===== config.mk =====
export PLATFORM = sky130hd
export DESIGN_NAME = reset_sequencer
export DESIGN_NICKNAME = d
export VERILOG_FILES = /design/src/rtl/reset_sequencer.sv
export SDC_FILE = /design/constraint.sdc
export NUM_CORES = 1
export LEC_CHECK = 0
export CAP_MARGIN = 20
export CORE_MARGIN = 3
export CORE_UTILIZATION = 58
export DETAILED_ROUTE_END_ITERATION = 12
export PLACE_DENSITY_LB_ADDON = 0.15
export SLEW_MARGIN = 20
export SYNTH_ARGS = -nofsm -noshare
export SYNTH_HDL_FRONTEND = slang
export SYNTH_SLANG_ARGS = --single-unit

===== constraint.sdc =====
create_clock -name clk -period 3.8 [get_ports clk]
set_input_delay 0.76 -clock clk [delete_from_list [all_inputs] [get_ports clk]]
set_output_delay 0.76 -clock clk [all_outputs]
set_load 0.03 [all_outputs]

===== src/rtl/reset_sequencer.sv =====
// reset_sequencer: async-assert/sync-deassert reset with held, staggered per-channel release
module reset_sequencer #(
  parameter int SYNC_STAGES = 2,
  parameter int N_OUT       = 4,
  parameter int HOLD_CYCLES = 16,
  parameter int GAP_CYCLES  = 4
) (
  input  logic             clk,
  input  logic             reset,
  input  logic             sw_rst_req,
  output logic [N_OUT-1:0] rst_out,
  output logic             rst_done
);
  localparam int MAXC = HOLD_CYCLES > GAP_CYCLES ? HOLD_CYCLES : GAP_CYCLES;
  localparam int CW   = $clog2(MAXC + 1);
  localparam int IW   = N_OUT > 1 ? $clog2(N_OUT) : 1;
  localparam logic [CW-1:0] HOLD_LAST = CW'(HOLD_CYCLES - 1);
  localparam logic [CW-1:0] GAP_LAST  = CW'(GAP_CYCLES - 1);
  localparam logic [IW-1:0] IDX_LAST  = IW'(N_OUT - 1);
  typedef enum logic [1:0] {HOLD, RELEASE, RUN} state_t;
  state_t           state, state_n;
  logic [SYNC_STAGES-1:0] sync;
  logic             sync_ok;
  logic [CW-1:0]    cnt, cnt_n;
  logic [IW-1:0]    idx, idx_n;
  logic [N_OUT-1:0] rst_out_n;
  logic             rst_done_n;
  assign sync_ok = sync[SYNC_STAGES-1];
  always_ff @(posedge clk or negedge reset) begin
    if (!reset) begin
      sync     <= '0;
      state    <= HOLD;
      cnt      <= '0;
      idx      <= '0;
      rst_out  <= '1;
      rst_done <= 1'b0;
    end else begin
      sync     <= {sync[SYNC_STAGES-2:0], 1'b1};
      state    <= state_n;
      cnt      <= cnt_n;
      idx      <= idx_n;
      rst_out  <= rst_out_n;
      rst_done <= rst_done_n;
    end
  end
  // Software request dominates every state; in HOLD it simply restarts the hold count.
  always_comb begin
    state_n    = state;
    cnt_n      = cnt;
    idx_n      = idx;
    rst_out_n  = rst_out;
    rst_done_n = rst_done;
    if (sw_rst_req) begin
      state_n    = HOLD;
      cnt_n      = '0;
      idx_n      = '0;
      rst_out_n  = '1;
      rst_done_n = 1'b0;
    end else begin
      case (state)
        HOLD: if (sync_ok) begin
          if (cnt == HOLD_LAST) begin
            cnt_n      = '0;
            idx_n      = IW'(1);
            rst_out_n  = rst_out & ~N_OUT'(1);
            state_n    = N_OUT == 1 ? RUN : RELEASE;
            rst_done_n = N_OUT == 1;
          end else cnt_n = cnt + CW'(1);
        end
        RELEASE: if (cnt == GAP_LAST) begin
          cnt_n      = '0;
          idx_n      = idx + IW'(1);
          rst_out_n  = rst_out & ~(N_OUT'(1) << idx);
          state_n    = idx == IDX_LAST ? RUN : RELEASE;
          rst_done_n = idx == IDX_LAST;
        end else cnt_n = cnt + CW'(1);
        RUN: ;
        default: state_n = HOLD;
      endcase
    end
  end
endmodule


==> After elaboration in Yosys (flattened, before gate mapping) <==
Index checks and enable logic that the tools add are counted.
Widths: inputs -> output; s select.
{ "word_totals": {"ff_bits": 16, "output_inout_bits": 5, "word_cells": 54} }
{ "op_classes": {"n_addsub": 2, "n_eq_ne": 10, "shifts": 1, "muxes": 24, "bitwise_logic": 2, "n_reduce_logical": 8} }
{ "op_table": {"columns": ["op", "n"], "rows": [
  ["$mux 5", 4],
  ["$mux 2", 7],
  ["$pmux 5 s2", 1],
  ["$ne 3x3->1 const B", 3],
  ["$mux 4", 2],
  ["$pmux 4 s2", 1],
  ["$reduce_and 4->1", 2],
  ["$mux 1", 6],
  ["$pmux 2 s3", 1],
  ["$add 5x1->5 const B", 1],
  ["$eq 5x2->1 const B", 1],
  ["$eq 5x4->1 const B", 1],
  ["$and 4x4->4", 1],
  ["$eq 2x2->1 const B", 2],
  ["$ne 2x2->1 const B", 2],
  ["$not 4->4", 1],
  ["$pmux 2 s2", 1],
  ["$reduce_bool 2->1", 2],
  ["$shl 1x2->4 const A", 1],
  ["$reduce_and 3->1", 1],
  ["$reduce_bool 3->1", 1],
  ["$add 2x1->2 const B", 1],
  ["$eq 2x1->1 const B", 1],
  ["$logic_not 2->1", 1],
  ["2 further kinds", 2]
]} }

==> Longest topological paths before layout <==
Gate-level depths: netlist (run 1).
{ "logic_depth": {"depth_word": 6, "mapped_depth": 8, "mapped_depth_nobuf": 8} }

==> Worst setup path before layout (run 1) <==
No wires, ideal clock.
{ "synth_path": {"kind": "reg-to-reg", "startpoint": "register cnt[0]", "endpoint": "register idx[0]", "setup_ns": 0.135, "arrival_time_ns": 1.489, "path_slack_ns": 2.175, "stages_incl_launch_ff": 9, "synth_period_minus_slack_ns": 1.625, "path_cell_list": "dfrtp_1 > ha_1 > nand3_1 > inv_1 > ha_1 > a21o_1 > a21oi_1 > or3_1 > a21oi_1"} }
{ "synth_via": {"elab_chain_cells": 3} }
{ "synth_lines": {"columns": ["element", "line", "text"], "rows": [
  ["from (decl)", "24", "logic [CW-1:0] cnt, cnt_n;"],
  ["from (signal assigned)", "40", "cnt <= cnt_n;"],
  ["$eq 5x2->1 / $eq 5x4->1 (equally long branches)", "70, 62", null],
  ["$ne 3x3->1 (no line)", null, null],
  ["$reduce_and 4->1 (no line) *", null, null],
  ["to (signal assigned)", "41", "idx <= idx_n;"],
  ["to (decl)", "25", "logic [IW-1:0] idx, idx_n;"]
]} }
Every way passes the cells marked *; elsewhere a longest branch is shown, timed or not.
A chain may end at the register's enable or synchronous reset.

==> Worst setup path after layout (run 1) <==
{ "layout_path": {"startpoint": "register rst_out[1]", "endpoint": "output port rst_out[1]"} }
{ "layout_rtl": {"columns": ["element", "line", "text"], "rows": [
  ["from (decl)", "11", "output logic [N_OUT-1:0] rst_out,"],
  ["from (signal assigned)", "42", "rst_out <= rst_out_n;"]
]} }
No word-level cell between the ends.

==> flow_summary_export.csv, run 1 <==
group,metric,value,unit
finish,drive_gt1_frac,0.146,
power,p_seq_frac,0.554,
power,combinationalPowerShare,0.093,
global_routing,grt_pass1_vias,628,
synthesis,yosysWarnings,0,
clock_tree,cts_buffers,3,
synthesis,yosysTopAreaCellShare,0.356,
synthesis,netlist_instances,86,
power,p_total,0.333,mW
finish,syn2layout_area_growth,14.4,%
global_routing,gr-total-overflow,0,
worst_setup_path,critPathLaunchType,"register",
clock_tree,post_cts_buffers,0,
timing,worst_pin_slew,0.700,ns
clock_tree,clockBufferDepth,2,
finish,most-common-layout-cells,"dfrtp_1 (12), nand2_1 (11)",
clock_tree,clkTransAtPathRegs,0.10,ns
synthesis,yosys.area.top_type,"dfrtp_1",
synthesis,ys_ff_latch,16,
floorplan,coreArea,0.00133,mm²
clock_tree,cts_max_level,1,
synthesis,syn-num-nets,96,
finish,fillers,99,
timing,finClkSkew,0.00688,ns
routing,drc_errors,0,
global_routing,track_usage,0.188,
timing,max_freq,0.442,GHz
synthesis,syn_avg_cell_area,9.82,µm²
clock_tree,clockRootBuffer,"clkbuf_4",
routing,wire_per_inst,13.7,µm
worst_setup_path,critPathRequiredTime,3.04,ns
floorplan,start_util,0.633,
worst_setup_path,crit_type,"register to output port",
worst_setup_path,worst_ep_arrival_time,1.50,ns
routing,routed_via_density,5.84,
finish,stdcell_count,111,
power,p_leak,0.416,nW
worst_setup_path,crit_buf_inv,1,
timing,fin_crit,2.26,ns
worst_setup_path,worstPathCellList,"clkdlybuf4s50_1",
timing,maxSlewViolCount,0,
clock_tree,hold_buffers,0,
worst_setup_path,crit_fanout,2,
floorplan,die-area,0.00195,mm²
timing,slew_headroom,0.532,
power,power_density,345,mW/mm²
hold_path,holdCritPathClass,"register to register",
clock_tree,insertion_delay,0.30,ns
routing,drt_wl_total,1520,µm
timing,rsz0062_at_grt,"false",
worst_setup_path,end_kind,"output port",
global_routing,grt_max_degree,17,
finish,postLayoutCoreUtil,0.724,
synthesis,synth_area_leaders,"dfrtp_1 (36%), dfstp_2 (12%), ha_1 (10%)",
floorplan,ios,8,
run,cap_violations,0,
timing,finalSetupTns,0,ns
synthesis,syn-cell-area,845,µm²
clock_tree,ctsResizeCount,0,
power,clock_power_share,0.353,
floorplan,rows,13,
run_status,status,"finished clean",
finish,n_antenna_cell,0,
power,ir_worst_vdd,0.249,mV
finish,final_common_cell,"dfrtp_1",
worst_setup_path,cpPeakStageDelay,0.66,ns
floorplan,die_h,44.2,µm
timing,hold_viol_final,0,
routing,ant_nets,0,
power,sw_frac_of_total,0.254,
global_routing,grt_pass1_wl,2630,µm
finish,nets,107,
timing,post-route-period-util,0.595,
synthesis,seq_area_frac_synth,0.480,
placed_design,io_buffers,7,
placed_design,gp_congestion,0.790,
synthesis,yosysUniqueCellTypes,24,
power,internal-power,0.248,mW
routing,dr.pass1.iters,4,
routing,vias,648,
placed_design,dpl.hpwl,1050,µm
floorplan,die_w,44.2,µm
routing,dr.first_iter.drc_count,11,
timing,worst_slack,1.54,ns
timing,final-setup-viol-count,0,
finish,stdcell_area,966,µm²
worst_setup_path,crit_family,"buffers and inverters",
worst_setup_path,slowest_stage,"clkdlybuf4s50_1",
power,switchingPower,0.0844,mW
placed_design,pre_cts_slack,1.56,ns
timing,hold-worst-slack,0.366,ns
placed_design,placed_cells,107,
clock_tree,cts_num_sinks,16,
clock_tree,tritoncts,"done",
global_routing,antenna_found_initial,0,
placed_design,dpl_cell_area,930,µm²
[cells in the mapped netlist]
cell type,n
conb_1,1
dfrtp_1,12
nor3b_1,1
nand3_1,6
nand2b_2,1
clkbuf_1,1
o31ai_1,1
o21ba_2,1
o22ai_1,1
a21oi_1,7
and2b_2,1
a31oi_1,2
nand2_1,11
nor2_1,4
dfstp_2,4
nand2b_1,2
a21o_1,4
or2_2,2
nor4b_4,1
inv_1,7
o21ai_0,6
ha_1,7
or3_1,1
mux2i_1,2
[logic make-up (layout without fill, tap and decap cells)]
logic type	count (synthesis)	after routing	share of synthesized area
AOI/OAI and AO/OA	22	22	0.156
adders and majority gates	7	7	0.104
buffers and inverters	8	18	0.0356
DFF	16	16	0.480
muxes	2	2	0.0237
other	1	1	0.00444
and+or+nand+nor	30	30	0.197
[registers in the layout, indices dropped and copies added, names as in the netlist]
| register | count |
|---|---|
| rst_out | 4 |
| state | 2 |
| cnt | 5 |
| sync | 2 |
| idx | 2 |
| rst_done | 1 |
[power by group through the flow]
stage                     combinational (mW)  sequential [mW]  clock (mW)
after global placement                0.0303            0.187           0
after detailed placement              0.0310            0.187           0
after floorplan                       0.0185            0.187           0
after CTS                             0.0315            0.184       0.118
after global routing                  0.0350            0.185       0.124
final                                 0.0311            0.184       0.117
[metal layers]
| metal | global-route usage | share of wire | up-vias |
|---|---|---|---|
| met2 | 0.270 | 0.43 | 26 |
| met5 | 0 | 0 | - |
| li1 | - | - | 314 |
| met3 | 0.0488 | 0.065 | 4 |
| met4 | 0.0964 | 0.023 | 0 |
| met1 | 0.261 | 0.48 | 304 |
[area by class of cell]
type | count | area (µm²) | area share
sequential | 16 | 405 | 0.420
inverter | 7 | 26.3 | 0.0272
multi-input combinational | 62 | 409 | 0.424
timing repair buffer | 7 | 70.1 | 0.0725
tap | 15 | 18.8 | 0.0194
clock buffer | 4 | 36.3 | 0.0376
[final timing paths]
check	slack [ns]	cells after the start	startpoint	end
worst max register to register	1.92	7	cnt[0]	cnt[3]
max in group asynchronous	2.48	1	reset	state[1]
worst min-delay path	0.37	0	sync[0]	sync[1]
worst min register to register	0.37	0	sync[0]	sync[1]
min in group asynchronous	0.87	1	reset	idx[0]
worst max-delay path	1.54	1	rst_out[1]	rst_out[1]
(Power assumes the default switching activity.)
==> run 2, diff against run 1 <==
--- a/config.mk
+++ b/config.mk
@@ -7,7 +7,7 @@
 export LEC_CHECK = 0
 export CAP_MARGIN = 20
 export CORE_MARGIN = 3
-export CORE_UTILIZATION = 58
+export CORE_UTILIZATION = 54
 export DETAILED_ROUTE_END_ITERATION = 12
 export PLACE_DENSITY_LB_ADDON = 0.15
 export SLEW_MARGIN = 20
==> constraint.sdc (replaced) <==
create_clock -name clk -period 2.4 [get_ports clk]
set_input_delay 0.48 -clock clk [delete_from_list [all_inputs] [get_ports clk]]
set_output_delay 0.48 -clock clk [all_outputs]
set_load 0.03 [all_outputs]
==> run 2 against run 1 <==
Compared with the run above: first-iteration DRC count up 9.1%; global-route usage down 1.6 points; register-to-register slack worse by 1.4 ns; sequential share of layout area unchanged; largest power group unchanged; clock power up 50%; final cell count unchanged; wire length down 4.5%; clock skew down 0.0065 ns; worst setup slack worse by 1.1 ns; critical endpoint unchanged; count of clock-buffer cells in the layout unchanged; die area up 6.4%.
==> flow_summary_export.csv, run 2 (synthesis gave the netlist of run 1 again) <==
group,metric,value,unit
worst_setup_path,reg2reg_to,"cnt[3]",
power,power_density,535,mW/mm²
clock_tree,insertion_delay,0.28,ns
routing,ant_nets,0,
floorplan,start_util,0.611,
floorplan,die-area,0.00207,mm²
global_routing,antenna_found_initial,0,
worst_setup_path,critPathLaunchType,"register",
finish,final_common_cell,"dfrtp_1",
global_routing,gr-total-overflow,0,
routing,dr.first_iter.drc_count,12,
routing,vias,624,
hold_path,holdPathStages,0,
finish,n_antenna_cell,0,
routing,dr.pass1.iters,4,
worst_setup_path,worstPathCellList,"clkdlybuf4s50_1",
floorplan,die_h,45.5,µm
timing,hold_viol_final,0,
worst_setup_path,crit_type,"register to output port",
timing,max_freq,0.507,GHz
timing,finalSetupTns,0,ns
worst_setup_path,critPathRequiredTime,1.92,ns
clock_tree,clockRootBuffer,"clkbuf_4",
routing,wl_met2,650,µm
placed_design,pre_cts_slack,0.381,ns
finish,largest_register,"cnt",
floorplan,coreArea,0.00138,mm²
timing,worst_pin_slew,0.658,ns
worst_setup_path,worst_ep_arrival_time,1.49,ns
power,p_total,0.517,mW
worst_setup_path,crit_buf_inv,1,
clock_tree,post_cts_buffers,0,
clock_tree,clkTransAtPathRegs,0.09,ns
routing,wire_per_inst,13.1,µm
clock_tree,ctsResizeCount,0,
worst_setup_path,cpPeakStageDelay,0.67,ns
hold_path,hold_end,"sync[1]",
timing,final-setup-viol-count,0,
finish,most-common-layout-cells,"dfrtp_1 (12), nand2_1 (11)",
run_status,status,"finished clean",
timing,slew_headroom,0.560,
floorplan,ios,8,
clock_tree,cts_buffers,3,
timing,fin_crit,1.97,ns
global_routing,grt_pass1_vias,626,
timing,maxSlewViolCount,0,
hold_path,min_from,"sync[0]",
run,cap_violations,0,
worst_setup_path,rrSetupSlack,0.51,ns
global_routing,grt_pass1_wl,2580,µm
routing,drt_wl_total,1450,µm
global_routing,track_usage,0.172,
routing,routed_via_density,5.62,
timing,worst_slack,0.428,ns
routing,wl_met1,711,µm
worst_setup_path,r2r_start,"cnt[0]",
finish,largest_registers,"cnt x5, rst_out x4",
worst_setup_path,reg2reg_depth,7,
power,p_leak,0.416,nW
clock_tree,cts_num_sinks,16,
floorplan,rows,13,
routing,wl_met3,66,µm
routing,highest_layer,"met4",
clock_tree,clockBufferDepth,2,
finish,largest_register_ff_count,5,
finish,drive_gt1_frac,0.146,
floorplan,die_w,45.5,µm
worst_setup_path,crit_fanout,2,
hold_path,holdCritPathClass,"register to register",
timing,post-route-period-util,0.822,
clock_tree,hold_buffers,0,
finish,postLayoutCoreUtil,0.699,
global_routing,grt_max_degree,17,
clock_tree,cts_max_level,1,
timing,finClkSkew,0.000385,ns
placed_design,io_buffers,7,
placed_design,dpl.hpwl,1140,µm
power,ir_worst_vdd,0.289,mV
placed_design,gp_congestion,0.758,
timing,hold-worst-slack,0.362,ns
worst_setup_path,end_kind,"output port",
worst_setup_path,crit_family,"buffers and inverters",
clock_tree,tritoncts,"done",
worst_setup_path,slowest_stage,"clkdlybuf4s50_1",
finish,syn2layout_area_growth,14.4,%
routing,drc_errors,0,
timing,rsz0062_at_grt,"false",
finish,nets,107,
[run 2: cell counts in the layout (fill, tap and decap cells not counted)]
No cell type changed its count.
[run 2: metrics by stage]
| stage | cell area [µm²] | std cells |
|---|---|---|
| final | 966 | 111 |
| after global routing | 966 | 111 |
| after CTS | 966 | 111 |
| after detailed placement | 930 | 107 |
| after global placement | 930 | 107 |
| after floorplan | 845 | 86 |
[run 2: how the worst max path moves through the flow]
stage	startpoint	slack (ns)	depth (start not counted)	to
detailed placement	sw_rst_req	0.38	4	cnt[3]
global route	cnt[0]	0.38	8	idx[0]
global placement	sw_rst_req	0.52	4	cnt[3]
finish	rst_out[1]	0.43	1	rst_out[1]
floorplan	cnt[0]	0.78	8	idx[0]
CTS	rst_out[1]	0.42	1	rst_out[1]
[run 2: layer usage]
metal / up-vias / track usage
li1: 310 / -
met1: 291 / 0.222
met2: 17 / 0.276
met3: 6 / 0.0395
met4: 0 / 0.0702
met5: - / 0
[run 2: area by class of cell]
type	count	area (µm²)
fillers	99	417
inverters	7	26.3
flip-flops and latches	16	405
repair buffers	7	70.1
clock buffers	4	36.3
multi-input cells	62	409
well taps	15	18.8
[run 2: power by group]
group | switching [mW] | total (mW) | internal, mW
sequential | 0.0110 | 0.292 | 0.281
clock | 0.0842 | 0.176 | 0.0923
combinational | 0.0290 | 0.0485 | 0.0195
total | 0.124 | 0.517 | 0.393
[run 2: worst register-to-register path: cells and delay by family, from the launching register on]
kind                     cells  cell delay, ns
AO/OA/AOI/OAI                2            0.56
adder cells (fa/ha/maj)      2            0.45
flip-flops                   1            0.42
AND/OR/NAND/NOR              2            0.32
buffers and inverters        1            0.05
